--- src/rtl/alu_pkg.sv ---
// Shared definitions for the UART-to-ALU sequencer: default widths, ALU opcodes
// and the sequencer state encoding.
package alu_pkg;

    localparam int ALU_SIZEDATA = 8;
    localparam int ALU_SIZEOP   = 6;

    localparam logic [ALU_SIZEOP-1:0] OP_ADD = 6'b100000;
    localparam logic [ALU_SIZEOP-1:0] OP_SUB = 6'b100010;
    localparam logic [ALU_SIZEOP-1:0] OP_AND = 6'b100100;
    localparam logic [ALU_SIZEOP-1:0] OP_OR  = 6'b100101;
    localparam logic [ALU_SIZEOP-1:0] OP_XOR = 6'b100110;
    localparam logic [ALU_SIZEOP-1:0] OP_NOR = 6'b100111;
    localparam logic [ALU_SIZEOP-1:0] OP_SRA = 6'b000011;
    localparam logic [ALU_SIZEOP-1:0] OP_SRL = 6'b000010;

    typedef enum logic [2:0] {
        ST_WAIT_A  = 3'd0,
        ST_WAIT_B  = 3'd1,
        ST_WAIT_OP = 3'd2,
        ST_EXEC    = 3'd3,
        ST_SEND    = 3'd4,
        ST_WAIT_TX = 3'd5
    } state_e;

endpackage

--- src/rtl/alu_uart_interface.sv ---
// Collects operand A, operand B and opcode bytes from the UART receiver, holds
// them stable for the ALU, and forwards the ALU result to the UART transmitter.
module alu_uart_interface
    import alu_pkg::*;
#(
    parameter int SIZEBYTE = 8,
    parameter int SIZEDATA = ALU_SIZEDATA,
    parameter int SIZEOP   = ALU_SIZEOP
) (
    input  logic                CLK,
    input  logic                RESETN,
    input  logic [SIZEBYTE-1:0] RX_DATA,
    input  logic                RX_DONE,
    input  logic [SIZEDATA-1:0] ALU_RESULT,
    output logic [SIZEDATA-1:0] DATOA,
    output logic [SIZEDATA-1:0] DATOB,
    output logic [SIZEOP-1:0]   OPCODE,
    output logic [SIZEBYTE-1:0] TX_DATA,
    output logic                TX_START,
    input  logic                TX_BUSY,
    input  logic                TX_DONE,
    output logic                OVERRUN
);

    state_e              state_q;
    logic [SIZEDATA-1:0] datoa_q;
    logic [SIZEDATA-1:0] datob_q;
    logic [SIZEOP-1:0]   opcode_q;
    logic [SIZEBYTE-1:0] tx_data_q;
    logic                tx_start_q;
    logic                overrun_q;

    logic busy_phase;
    assign busy_phase = (state_q == ST_EXEC) || (state_q == ST_SEND) ||
                        (state_q == ST_WAIT_TX);

    always_ff @(posedge CLK or negedge RESETN) begin
        if (!RESETN) begin
            state_q    <= ST_WAIT_A;
            datoa_q    <= '0;
            datob_q    <= '0;
            opcode_q   <= '0;
            tx_data_q  <= '0;
            tx_start_q <= 1'b0;
            overrun_q  <= 1'b0;
        end else begin
            tx_start_q <= 1'b0;
            case (state_q)
                ST_WAIT_A: if (RX_DONE) begin
                    datoa_q <= RX_DATA[SIZEDATA-1:0];
                    state_q <= ST_WAIT_B;
                end
                ST_WAIT_B: if (RX_DONE) begin
                    datob_q <= RX_DATA[SIZEDATA-1:0];
                    state_q <= ST_WAIT_OP;
                end
                ST_WAIT_OP: if (RX_DONE) begin
                    opcode_q <= RX_DATA[SIZEOP-1:0];
                    state_q  <= ST_EXEC;
                end
                // Operands have been stable for a full cycle, so the ALU output is settled.
                ST_EXEC: begin
                    tx_data_q <= SIZEBYTE'(ALU_RESULT);
                    state_q   <= ST_SEND;
                end
                ST_SEND: if (!TX_BUSY) begin
                    tx_start_q <= 1'b1;
                    state_q    <= ST_WAIT_TX;
                end
                ST_WAIT_TX: if (TX_DONE) begin
                    state_q <= ST_WAIT_A;
                end
                default: state_q <= ST_WAIT_A;
            endcase
            // Bytes arriving while a result is in flight are dropped but flagged.
            if (RX_DONE && busy_phase) begin
                overrun_q <= 1'b1;
            end
        end
    end

    assign DATOA    = datoa_q;
    assign DATOB    = datob_q;
    assign OPCODE   = opcode_q;
    assign TX_DATA  = tx_data_q;
    assign TX_START = tx_start_q;
    assign OVERRUN  = overrun_q;

endmodule

--- config.mk ---
export PLATFORM = sky130hd
export DESIGN_NAME = alu_uart_interface
export DESIGN_NICKNAME = d
export VERILOG_FILES = /design/src/rtl/alu_pkg.sv /design/src/rtl/alu_uart_interface.sv
export SDC_FILE = /design/constraint.sdc
export NUM_CORES = 1
export LEC_CHECK = 0
export CORE_AREA = 2 2 63 65
export DETAILED_ROUTE_END_ITERATION = 8
export DIE_AREA = 0 0 65 67
export PLACE_DENSITY = 0.74
export SLEW_MARGIN = 10
export SYNTH_ARGS = -nofsm -noshare
export SYNTH_HDL_FRONTEND = slang
export SYNTH_SLANG_ARGS = --single-unit
--- constraint.sdc ---
create_clock -name CLK -period 1.35 [get_ports CLK]
set_input_delay 0.2025 -clock CLK [delete_from_list [all_inputs] [get_ports CLK]]
set_output_delay 0.2025 -clock CLK [all_outputs]
set_load 0.1 [all_outputs]
==> summary.md, run 1 <==
• flop — kind of start point of the critical path
• 67 um — die height
• negative setup slack — violated checks
• true — unrepaired setup endpoints after global routing
• 0 — maximum capacitance violations
• finished with violations — outcome
• dfrtp_2 — critical path's slowest cell
• 693 MHz — f_max
• 0 — Fin. Hold Viols
• 0 — ant diodes
• 15.7 um^2 — average footprint of a synthesized cell
• 4360 um^2 — die area
• 0 — number of remaining DRC errors
• 3610 um^2 — core area
• 0 — Yosys warning count
• 8 — Worst Path Max Fanout
• reg -> reg — Setup CP Type
• buf_12, dfrtp_1, mux2_4, clkdlybuf4s50_1, mux2_2 — most frequent cells in the layout
• 4 — first-pass detailed-route iteration total
• 22 — num rows
• 82.2% — Slew headroom
• 38.8% — Initial Utilization
• 0.00858 ns — Worst Skew
• nor4b_4 > buf_6 > mux2_4 — sequence of cells on the critical path
• 3400 um — total length of routed wires
• 17.0 um — average detailed-routed wire length per instance
• 110 — Synthesized Nets
• 19 — number of unique standard cell types used by synthesis
• 107% — share of the clock period used by the worst path
• 2460 um — final HPWL from detailed placement
• 82.5% — area growth from synthesis to layout
• 0.29 ns — worst-skew pair later-pin latency
• flop — endpoint class of the critical path
• 3 — depth of the worst register-to-register path
• 65 um — horizontal extent of the die
• 62.6% — post-synthesis sequential area ratio
• 2 — number of buffers on the longest clock path
• 16.7% — GRT Overall Usage
• 1.51 ns — Data required, critical path
• 1400 um^2 — area of the mapped netlist
• 1043 — via count of the first global-routing pass
• state_q[1] — launch point of the worst reg-to-reg path
• 582 um^2 — area taken by multi-input logic gates
• 1.44 ns — minimum clock period
• yes — CTS tree
• DATOA[1] — destination of the worst register-to-register timing path
• 0 — max-slew violation count
• 70.9% — Final Util
• in -> async — path class of the lowest-slack min-delay path
• 24 — final setup vio count
• 1.61 ns — critical path data arrival time
• 74 — Iteration-0 DRC Markers
• 967 — via count of the routed design
• 35 — number of flip-flops and latches in the synthesized netlist
• 52 — buffers added on ports
• 89 — post-synthesis instance total
• 0 — number of antenna violations at the first check in global routing
• 0 — post-CTS setup repair buffer count
• 5 — number of buffers created by CTS
• 2 — deepest level of the CTS H-tree
• 36 — pin count of the biggest net entering global routing
• 53 — number of primary I/O pins
• 0.266 ns — slew at the pin with the worst max-slew slack
• 880 um^2 — FF/Latch Area
• 0.46 ns — Crit path largest cell delay
• 0 — Overflow after GRT
• 35 — CTS Sinks
• 4.84 — Via-to-Cell Ratio
• clkbuf_8 — clock tree root driver cell
• 0 — ANT nets after route
• -0.09 ns — reg2reg setup slack
• -0.0929 ns — final worst slack
• buf_12 — most common cell after layout, fill and taps aside
• 0.07 ns — Clock transition at path regs
• 0.852 — GP Congestion
• 5230 um — first-pass GRT wire length
• 173 — Net count, final
• 56.6% — ratio of cells with drive above 1 in the final layout
• 249 — final-layout fill cell count
[critical path: cells and delay by family (launching register included)]
kind	cells	cell delay, ns
multiplexers	1	0.31
buffers and inverters	1	0.21
flip-flops	1	0.46
AND/OR/NAND/NOR	1	0.33
[cell type report]
type	count	share of cell area [%]
Clock inverter	1	0.196
Multi-Input combinational cell	46	22.8
Inverter	2	0.294
Tap cell	48	2.35
Sequential cell	35	34.4
Timing Repair Buffer	62	36.7
Clock buffer	6	3.23
[sequential cells by signal (all words and copies together), names as in the netlist]
signal and flops:
DATOA 8, DATOB 8, TX_DATA 8, OPCODE 6, state_q 3, OVERRUN 1, TX_START 1
[synth_stat cells]
cell type | number | share of area [%]
nor4b_4 | 1 | 1.7
mux2i_1 | 1 | 0.71
buf_6 | 2 | 1.6
nor4bb_1 | 1 | 0.71
a21oi_1 | 1 | 0.36
buf_2 | 4 | 1.4
mux2_2 | 30 | 24
a311o_1 | 1 | 0.71
a31oi_1 | 1 | 0.45
nor3b_1 | 1 | 0.54
inv_1 | 2 | 0.54
and4bb_2 | 1 | 0.89
nand2b_1 | 2 | 0.89
o21ai_0 | 1 | 0.36
dfrtp_1 | 35 | 63
and2_1 | 1 | 0.45
nor4b_1 | 1 | 0.63
nor2_1 | 1 | 0.27
nand3b_1 | 2 | 1.1
[how the worst max path moves through the flow]
stage                     endpoint  cells after the start  slack [ns]        from
after detailed placement  DATOB[5]                      4       -0.40     RX_DONE
after global placement    DATOB[4]                      4       -0.33     RX_DONE
after floorplan           DATOA[0]                      3       -0.09  state_q[1]
after global routing      DATOA[1]                      3       -0.12  state_q[1]
after CTS                 DATOA[1]                      3        -0.1  state_q[2]
final                     DATOA[1]                      3       -0.09  state_q[1]
[per-stage QoR]
step | instances | TNS (ns) | instance area [um^2] | worst slack (ns) | hold slack, ns
after detailed placement | 193 | -7.44 | 2380 | -0.399 | 0.563
final | 200 | -1.36 | 2550 | -0.0929 | 0.284
after global placement | 193 | -5.70 | 2380 | -0.326 | 0.557
after CTS | 200 | -1.09 | 2500 | -0.0973 | 0.295
after floorplan | 89 | -0.994 | 1440 | -0.0930 | -0.0931
after global routing | 200 | -2.17 | 2550 | -0.123 | 0.305
[per-layer routing]
metal  wire length, um  global-route usage [%]  up-vias
met4                96                    10.4        0
met1              1320                    18.2      498
li1                  -                       -      434
met2              1850                    29.8       27
met5                 0                       0        -
met3               133                    3.38        8
[cells by family after synthesis]
logic type	after synthesis	share of synthesized area, %
simple gates	11	7.15
flops	35	62.6
mux	31	24.8
buf+inv	8	3.57
compound gates	4	1.88
[timing repair]
item / 4_1_cts / 5_1_grt
gates resized for setup: 9 / 15
hold buffers: 0 / 0
setup endpoints to repair: 30 / 30
pin swaps: 3 / 2
Power of run 1 is left out: the tool's default activity adds up to more than one toggle a clock period on the data nets, which glitch-free logic cannot reach.
==> run 2: changes to the inputs <==
==> constraint.sdc (replaced) <==
create_clock -name CLK -period 1.35 [get_ports CLK]
set_input_delay 0.2025 -clock CLK [delete_from_list [all_inputs] [get_ports CLK]]
set_output_delay 0.2025 -clock CLK [all_outputs]
set_load 0.01 [all_outputs]
==> run 2 against run 1 <==
First-iteration DRC count shrank 50%. Clock-buffer cell count is the same. Critical path depth did not move. Global-route usage decreased by 1.1 points. The run still ends with negative setup slack left. Register-to-register slack gained 0.03 ns. Clock skew decreased by 0.0037 ns. Highest routed layer unchanged. Routed wire length shrank 11%. Critical endpoint is now DATOB[2]. Final cell count is 0.50% higher.
==> summary.md, run 2 (synthesis gave the netlist of run 1 again) <==
• flip-flops — cell type group with the largest total delay on the critical path
• 4.73% — met3 Use GR, +1.4 points
• 4.65 — Via-to-Cell Ratio, -3.8%
• 35 — CTS Sinks, unchanged
• 0.28 ns — worst-skew pair later-pin latency, about the same
• 192 — total instance count after detailed placement, -0.52%
• 201 — Final Non-Filler Cells, +0.50%
• 22 — num rows, unchanged
• 935 — via count of the routed design, -3.3%
• in -> async — path class of the lowest-slack min-delay path
• nor4bb_2 > buf_4 > mux2_4 — sequence of cells on the critical path
• 83.0% — Slew headroom, +0.75 points
• 3020 um — total length of routed wires, -11%
• 45.6% — relative contribution of combinational cells to total power
• 61.3% — Final Util, -9.5 points
• flop — endpoint class of the critical path
• 0 — max-slew violation count, unchanged
• finished with violations — outcome
• 15.6% — GRT Overall Usage, -1.1 points
• 2 — first-pass detailed-route iteration total, -2
• 36.4% — portion of total power attributed to sequential cells
• yes — CTS tree
• 37 — Iteration-0 DRC Markers, -50%
• 18.0% — Clock power frac
• true — unrepaired setup endpoints after global routing
• 1.02 mV — Peak supply drop
• negative setup slack — violated checks
• 36 — pin count of the biggest net entering global routing, unchanged
• 1.03 nW — leakage power
• dfrtp_1, dlygate4sd2_1, mux2_4, clkdlybuf4s50_1, mux2_2 — most frequent cells in the layout
• 0.844 — GP Congestion, -0.87%
• 2050 um^2 — instance area at placement, -14%
• 3 — depth of the worst register-to-register path, unchanged
• 0 — ant diodes, unchanged
• 29.9% — switching part of the total power
• -0.506 ns — setup total negative slack, +0.857 ns
• 1.57 mW — switching power
• 65 um — horizontal extent of the die, unchanged
• dfrtp_2 — critical path's slowest cell
• 0 — Fin. Hold Viols, unchanged
• 2150 um — final HPWL from detailed placement, -13%
• 0.254 ns — slew at the pin with the worst max-slew slack, -0.0112 ns
• 1.51 ns — Data required, critical path, about the same
• 38.8% — Initial Utilization, unchanged
• 0.00488 ns — Worst Skew, -0.00371 ns
• 2210 um^2 — design area, -13%
• 2360 nW/um^2 — power density of the placed cells
• 0 — Overflow after GRT, unchanged
• met2 — most crowded layer after global routing
• 0 — hold-fix buffer count after cts, unchanged
• 3 — Critical Path Stages, unchanged
• 5 — number of buffers created by CTS, unchanged
• clkbuf_8 — clock tree root driver cell
• 67 um — die height, unchanged
• 3610 um^2 — core area, unchanged
• 1 — Buffers & Inverters on Critical Path, unchanged
• 52 — buffers added on ports, unchanged
• 0.07 ns — Clock transition at path regs, about the same
• 0 — maximum capacitance violations, unchanged
• 4360 um^2 — die area, unchanged
• 1021 — via count of the first global-routing pass, -2.1%
• 1.57 ns — critical path data arrival time, -0.04 ns
• flop — kind of start point of the critical path
• 15.0 um — average detailed-routed wire length per instance, -12%
• 3.66 mW — Int Power
• 0 — number of remaining DRC errors, unchanged
• reg -> reg — Setup CP Type
• 1.41 ns — minimum clock period, -0.0321 ns
• 709 MHz — f_max, +2.3%
• 8 — Worst Path Max Fanout, unchanged
• 5040 um — first-pass GRT wire length, -3.7%
• 0 — ANT nets after route, unchanged
• 35.3% — ratio of cells with drive above 1 in the final layout, -21 points
• 24.7% — met2 demand-to-capacity share in global routing, -5.0 points
• 173 — Net count, final, unchanged
• 0 — number of antenna violations at the first check in global routing, unchanged
• 58.0% — area growth from synthesis to layout
• 2 — deepest level of the CTS H-tree, unchanged
• -0.0608 ns — final worst slack, +0.0321 ns
• 105% — share of the clock period used by the worst path, -2.4 points
• 2 — number of buffers on the longest clock path, unchanged
• 16 — final setup vio count, -33%
• 0.45 ns — Crit path largest cell delay, about the same
• 19.3% — met1 Track Usage GR, +1.2 points
• 53 — number of primary I/O pins, unchanged
• dfrtp_1 — most common cell after layout, fill and taps aside
==> run 2: path summary, 6_finish.rpt <==
path / to / start / slack (ns)
max in group asynchronous: state_q[1] / RESETN / 0.86
min reg2reg: TX_DATA[7] / TX_DATA[7] / 0.50
max reg2reg: DATOB[2] / state_q[1] / -0.06
max: DATOB[2] / state_q[1] / -0.06
min in group CLK: TX_DATA[7] / TX_DATA[7] / 0.50
min: DATOB[6] / RESETN / 0.29
==> run 2: area by class of cell <==
type                            instances  area [um^2]
Fill cell                             291         1390
Sequential cell                        35          878
Inverter                                2         7.51
Tap cell                               48         60.1
Timing Repair Buffer                   62          576
Clock inverter                          2         35.0
Multi-Input combinational cell         46          573
Clock buffer                            6         82.6
==> run 2: what timing repair did <==
item                                   CTS  global route
setup endpoints to repair               62            31
buffers inserted                         1             0
pin swaps                                1             1
endpoints found under the hold margin    0             0
resized for setup                       43             9
==> run 2: power groups by stage <==
stage | Clock [mW] | Sequential (mW) | Combinational, mW
floorplan | 0 | 2.07 | 1.09
global placement | 0 | 1.91 | 2.43
detailed placement | 0 | 1.93 | 2.50
CTS | 0.978 | 1.91 | 2.33
global route | 1.04 | 1.98 | 2.57
finish | 0.942 | 1.90 | 2.38
==> run 2: through the flow <==
step           total power, mW  hold slack (ns)  setup WS, ns
6_report                  5.23            0.295       -0.0608
5_1_grt                   5.58            0.294        -0.122
4_1_cts                   5.21            0.297       -0.0664
3_5_place_dp              4.43            0.495        -0.335
3_3_place_gp              4.34            0.491        -0.326
2_1_floorplan             3.16          -0.0931       -0.0923
==> run 2: per-layer routing <==
metal	part of all wire, %	vias up
met4	1.7	0
met1	44	459
met5	0	-
met3	4.5	7
li1	-	444
met2	50	25
Power figures use the tool's default switching activity.
